**config.mk**
```make
export PLATFORM = sky130hd
export DESIGN_NAME = tof_interval_counter
export DESIGN_NICKNAME = d
export VERILOG_FILES = /design/src/rtl/tof_interval_counter.sv
export SDC_FILE = /design/constraint.sdc
export NUM_CORES = 1
export LEC_CHECK = 0
export ABC_AREA = 1
export CORE_MARGIN = 4
export CORE_UTILIZATION = 45
export DETAILED_ROUTE_END_ITERATION = 8
export HOLD_SLACK_MARGIN = 0.02
export SLEW_MARGIN = 30
export SYNTH_ARGS = -nofsm -noshare
export SYNTH_HDL_FRONTEND = slang
export SYNTH_SLANG_ARGS = --single-unit
```
**constraint.sdc**
```tcl
create_clock -name avmm_clk -period 21.7 [get_ports avmm_clk]
set_clock_uncertainty 0.2 [all_clocks]
set_input_delay 3.255 -clock avmm_clk [delete_from_list [all_inputs] [get_ports avmm_clk]]
set_output_delay 3.255 -clock avmm_clk [all_outputs]
set_load 0.005 [all_outputs]
```
**src/rtl/tof_interval_counter.sv**
```systemverilog
// Time-of-flight interval counter: after arm, timestamps stop edges relative to the first
// start edge, ending on NUM_STOPS captures or a programmable timeout. Avalon-MM register slave.
module tof_interval_counter #(
   parameter int NUM_STOPS   = 5,
   parameter int CNT_W       = 32,
   parameter int SYNC_STAGES = 2
) (
   input  logic        avmm_clk,
   input  logic        avmm_reset,
   input  logic        avmm_cs,
   input  logic [2:0]  avmm_addr,
   input  logic        avmm_write,
   input  logic [31:0] avmm_writedata,
   input  logic        avmm_read,
   output logic [31:0] avmm_readdata,
   input  logic        start_in,
   input  logic        stop_in,
   output logic        irq
);
   typedef enum logic [1:0] {IDLE, ARMED, MEASURE, DONE} state_t;
   localparam logic [2:0] LAST_STOP = 3'(NUM_STOPS - 1);

   state_t                 state_reg, state_next;
   logic [CNT_W-1:0]       counter_reg, counter_next, counter_inc;
   logic [CNT_W-1:0]       timeout_reg;
   logic [CNT_W-1:0]       stop_ts_reg [NUM_STOPS];
   logic [2:0]             stop_cnt_reg, stop_cnt_next;
   logic                   done_reg, done_next;
   logic                   tmo_flag_reg, tmo_flag_next;
   logic                   irq_en_reg, irq_reg;
   logic                   capture, wipe, busy;
   logic [SYNC_STAGES-1:0] start_sync_reg, stop_sync_reg;
   logic                   start_prev_reg, stop_prev_reg;
   logic                   start_ev, stop_ev;
   logic                   ctrl_wr, arm_cmd, clear_cmd, tmo_wr, rd_en;
   logic [31:0]            rd_mux;

   // Both inputs see the same synchronizer depth, so intervals stay exact in cycles
   always_ff @(posedge avmm_clk or posedge avmm_reset) begin
      if (avmm_reset) begin
         start_sync_reg <= '0;
         stop_sync_reg  <= '0;
         start_prev_reg <= 1'b0;
         stop_prev_reg  <= 1'b0;
      end else begin
         start_sync_reg <= {start_sync_reg[SYNC_STAGES-2:0], start_in};
         stop_sync_reg  <= {stop_sync_reg[SYNC_STAGES-2:0], stop_in};
         start_prev_reg <= start_sync_reg[SYNC_STAGES-1];
         stop_prev_reg  <= stop_sync_reg[SYNC_STAGES-1];
      end
   end

   assign start_ev  = start_sync_reg[SYNC_STAGES-1] & ~start_prev_reg;
   assign stop_ev   = stop_sync_reg[SYNC_STAGES-1] & ~stop_prev_reg;

   assign ctrl_wr   = avmm_cs & avmm_write & (avmm_addr == 3'd0);
   assign tmo_wr    = avmm_cs & avmm_write & (avmm_addr == 3'd1);
   assign rd_en     = avmm_cs & avmm_read;
   assign clear_cmd = ctrl_wr & avmm_writedata[1];
   assign arm_cmd   = ctrl_wr & avmm_writedata[0] & ~avmm_writedata[1];

   assign counter_inc = (&counter_reg) ? counter_reg : counter_reg + CNT_W'(1);
   assign busy        = (state_reg == ARMED) || (state_reg == MEASURE);

   always_comb begin
      state_next    = state_reg;
      counter_next  = counter_reg;
      stop_cnt_next = stop_cnt_reg;
      done_next     = done_reg;
      tmo_flag_next = tmo_flag_reg;
      capture       = 1'b0;
      wipe          = 1'b0;
      case (state_reg)
         IDLE, DONE: begin
            if (arm_cmd) begin
               wipe          = 1'b1;
               stop_cnt_next = 3'd0;
               done_next     = 1'b0;
               tmo_flag_next = 1'b0;
               state_next    = ARMED;
            end
         end
         ARMED: begin
            if (start_ev) begin
               counter_next = '0;
               state_next   = MEASURE;
            end
         end
         MEASURE: begin
            counter_next = counter_inc;
            if (stop_ev) begin
               capture       = 1'b1;
               stop_cnt_next = stop_cnt_reg + 3'd1;
            end
            // A stop landing on the timeout cycle is captured; it only avoids the
            // timeout flag when it is the terminal stop.
            if (stop_ev && (stop_cnt_reg == LAST_STOP)) begin
               done_next  = 1'b1;
               state_next = DONE;
            end else if ((timeout_reg != '0) && (counter_inc == timeout_reg)) begin
               done_next     = 1'b1;
               tmo_flag_next = 1'b1;
               state_next    = DONE;
            end
         end
         default: state_next = IDLE;
      endcase
      if (clear_cmd) begin
         wipe          = 1'b1;
         stop_cnt_next = 3'd0;
         done_next     = 1'b0;
         tmo_flag_next = 1'b0;
         state_next    = IDLE;
      end
   end

   always_ff @(posedge avmm_clk or posedge avmm_reset) begin
      if (avmm_reset) begin
         state_reg    <= IDLE;
         counter_reg  <= '0;
         stop_cnt_reg <= 3'd0;
         done_reg     <= 1'b0;
         tmo_flag_reg <= 1'b0;
      end else begin
         state_reg    <= state_next;
         counter_reg  <= counter_next;
         stop_cnt_reg <= stop_cnt_next;
         done_reg     <= done_next;
         tmo_flag_reg <= tmo_flag_next;
      end
   end

   generate
      for (genvar gi = 0; gi < NUM_STOPS; gi++) begin : g_ts
         always_ff @(posedge avmm_clk or posedge avmm_reset) begin
            if (avmm_reset)
               stop_ts_reg[gi] <= '0;
            else if (wipe)
               stop_ts_reg[gi] <= '0;
            else if (capture && (stop_cnt_reg == 3'(gi)))
               stop_ts_reg[gi] <= counter_inc;
         end
      end
   endgenerate

   always_ff @(posedge avmm_clk or posedge avmm_reset) begin
      if (avmm_reset) begin
         timeout_reg <= '0;
         irq_en_reg  <= 1'b0;
         irq_reg     <= 1'b0;
      end else begin
         if (tmo_wr)
            timeout_reg <= avmm_writedata[CNT_W-1:0];
         if (ctrl_wr)
            irq_en_reg <= avmm_writedata[2];
         irq_reg <= done_reg & irq_en_reg;
      end
   end

   assign irq = irq_reg;

   always_comb begin
      rd_mux = '0;
      if (avmm_addr == 3'd0)
         rd_mux = {25'b0, stop_cnt_reg, irq_en_reg, tmo_flag_reg, done_reg, busy};
      else if (avmm_addr == 3'd1)
         rd_mux = 32'(timeout_reg);
      else
         for (int k = 0; k < NUM_STOPS; k++)
            if (avmm_addr == 3'(k + 2))
               rd_mux = 32'(stop_ts_reg[k]);
   end

   always_ff @(posedge avmm_clk or posedge avmm_reset) begin
      if (avmm_reset)
         avmm_readdata <= '0;
      else if (rd_en)
         avmm_readdata <= rd_mux;
   end

endmodule

```
==> results.sh <==
export IMPL_status="finished, final reports clean"
export IMPL_hold_violations=0
export IMPL_dr_total_vias=11700
export IMPL_pwr_share_seq_pct=44.4
export IMPL_synth_area_mm2=0.0134
export IMPL_timing_rr_end="state_reg[1]$_DFFE_PP0P_"
export IMPL_core_area_mm2=0.0290
export IMPL_syn_inst=1713
export IMPL_place_hpwl_um=28600
export IMPL_drive_above_1_share_pct=5.98
export IMPL_synth_fp_nets=1764
export IMPL_layout_commonest_cell="nand2_1"
export IMPL_cp_required_ns=21.91
export IMPL_crit_chain="clkdlybuf4s50_1, nor2_2, nand2_1, nor2_1, inv_2, nor2_2, nor2_1, nor2_4, inv_2, nand2_1, inv_1, buf_4, o21ai_0"
export IMPL_slew_headroom_pct=34.3
export IMPL_arrival_ns=7.21
export IMPL_async_flop_share_pct=100
export IMPL_grt_setup_unrepaired="no"
export IMPL_endpoint_kind="register"
export IMPL_clk_path_buf_depth=3
export IMPL_first_pass_iters=6
export IMPL_drt_iter0_markers=1091
export IMPL_ctsResizeCount=0
export IMPL_synth_avg_cell_area_um2=7.82
export IMPL_drv_cap=0
export IMPL_top_layer_used="met4"
export IMPL_nNetsFinal=1802
export IMPL_synth_edf_count=0
export IMPL_cts_tree="yes"
export IMPL_track_usage_pct=24.3
export IMPL_finalPower_w=0.00136
export IMPL_cts_hold_buf=0
export IMPL_slowest_stage="clkdlybuf4s50_1"
export IMPL_cp_max_fo=31
export IMPL_min_from="start_sync_reg[0]$_DFF_PP0_"
export IMPL_grt_pass1_wl_um=63500
export IMPL_whs_endpoint="start_sync_reg[1]$_DFF_PP0_"
export IMPL_wl_met1_um=19400
export IMPL_r2r_start="counter_reg[0]$_DFFE_PP0P_"
export IMPL_setup_tns_final_ns=0
export IMPL_antenna_found_initial=0
export IMPL_grt_max_degree=125
export IMPL_r2r_setup_slack_ns=17.67
export IMPL_synth_cell_type_count=37
export IMPL_clkTransAtPathRegs_ns=0.06
export IMPL_crit_type="in2reg"
export IMPL_met3_length_um=2400
export IMPL_layout_min_cycle_time_ns=7.00
export IMPL_clk_latency_ns=0.55
export IMPL_combPwrFrac_pct=18.6
export IMPL_hold_depth=0
export IMPL_timing_fmax_ghz=0.143
export IMPL_met2_length_um=17700
export IMPL_p_int_w=0.000945
export IMPL_remaining_drc_errors=0
export IMPL_syn2layout_area_growth_pct=14.8
export IMPL_ir_drop_v=0.0000604
export IMPL_num_io_pins=75
export IMPL_routabilityCongestion=0.947
export IMPL_largest_reg_flops=160
export IMPL_grt_ovfl_total=0
export IMPL_critPathLaunchType="input port"
export IMPL_final_cell_mix="nand2_1, dfrtp_1, o21ai_0"
export IMPL_cts_root_buffer="clkbuf_16"
export IMPL_swShare_pct=30.7
export IMPL_numCtsBuffers=30
export IMPL_power_density_mw_per_mm2=88.7
export IMPL_worstMarginPinSlew_ns=0.982
export IMPL_clock_power_share_pct=37.0
export IMPL_post_cts_repair_setup_buffers=0
export IMPL_synth_warnings=0
export IMPL_ys_ff_latch=271
export IMPL_synth_ff_type="dfrtp_1"
export IMPL_clock_sinks=271
export IMPL_min_period_over_period_pct=32.3
export IMPL_grt_pass1_vias=11000
export IMPL_die_width_um=181
export IMPL_detail_route_antenna_nets=0
export IMPL_port_buffers=74
export IMPL_htree_levels=1
export IMPL_dp_cells=2103
export IMPL_vias_per_cell=5.41
export IMPL_die_h_um=181
export IMPL_seq_area_frac_synth_pct=50.6
export IMPL_p_sw_w=0.000418
export IMPL_whs_ns=0.154
export IMPL_reg2reg_depth=18
export IMPL_dieArea_mm2=0.0326
export IMPL_wl_per_cell_um=18.8
export IMPL_fin_cells=2157
export IMPL_initial_core_util_pct=46.2
export IMPL_min_path_type="reg2reg"
export IMPL_setup_viol=0
export IMPL_drt_wl_total_um=40600
export IMPL_diodes=0
export IMPL_leakage_nw=6.96
export IMPL_maxSlewViolCount=0
export IMPL_slowest_delay_ns=1.11
export IMPL_rows=62
[cell type report]
cell class / instances / area, µm²
well taps: 384 / 480
fillers: 2802 / 13600
flip-flops and latches: 271 / 6780
inverters: 184 / 704
multi-input cells: 1178 / 5600
repair buffers: 86 / 835
clock inverters: 11 / 108
clock buffers: 43 / 871
[through the flow]
step                utilization (%)  worst slack (ns)  cell area [µm²]
floorplan                         -             10.78            13400
global placement               49.6             14.24            14400
detailed placement             49.6             14.19            14400
CTS                            53.0             14.77            15400
global route                   53.0             14.34            15400
finish                         53.0             14.70            15400
[per-layer routing]
layer / up-vias / track usage (%)
li1: 5674 / -
met1: 5570 / 36.6
met2: 356 / 36.5
met3: 64 / 4.16
met4: 0 / 6.68
met5: - / 0
[worst max-delay path by stage]
stage,from,endpoint,slack [ns],cells past startpoint
2_1_floorplan,avmm_reset,avmm_readdata[0]$_DFFE_PP0P_,10.78,1
3_3_place_gp,avmm_addr[1],stop_ts_reg[128]$_DFFE_PP0P_,14.24,12
3_5_place_dp,avmm_addr[1],stop_ts_reg[75]$_DFFE_PP0P_,14.19,13
4_1_cts,avmm_addr[1],stop_ts_reg[94]$_DFFE_PP0P_,14.77,13
5_1_grt,avmm_addr[1],stop_ts_reg[78]$_DFFE_PP0P_,14.34,14
6_report,avmm_addr[1],stop_ts_reg[94]$_DFFE_PP0P_,14.70,13
[worst max-delay path, delay by kind of cell]
kind | cells | cell delay (ns)
compound gates | 1 | 0.13
simple gates | 7 | 1.21
buf+inv | 5 | 2.59
[power by group through the flow]
stage          clock network [W]  logic (W)  registers, W
2_1_floorplan                  0   0.000167      0.000599
3_3_place_gp                   0   0.000249      0.000611
3_5_place_dp                   0   0.000253      0.000612
4_1_cts                 0.000515   0.000254      0.000604
5_1_grt                 0.000538   0.000285      0.000612
6_report                0.000505   0.000253      0.000605
[logic make-up (layout without fill, tap and decap cells)]
logic type / count (synthesis) / after routing / synth area share (%)
buf+inv: 264 / 324 / 7.84
compound gates: 375 / 375 / 15.4
simple gates: 783 / 783 / 24.5
xor+xnor: 11 / 11 / 0.719
flops: 271 / 271 / 50.6
fa+ha+maj: 9 / 9 / 0.841
[cell usage after synthesis (all sizes together), types with 2 or more instances]
master	instances	area share, %
nor4	8	0.37
o221ai	7	0.46
clkbuf	61	1.7
o32ai	3	0.20
a21oi	46	1.7
o211ai	6	0.34
nand4	21	0.98
nand2	504	14
inv	181	5.1
dfrtp	271	51
xor2	10	0.65
or2	2	0.093
nor2	130	4.1
buf	19	0.97
o22ai	17	0.79
nor3	5	0.22
a221oi	24	1.6
o21ai	270	10
clkinv	3	0.084
ha	9	0.84
nand3	112	4.3
Note: power is estimated with default switching activity, not from simulation.
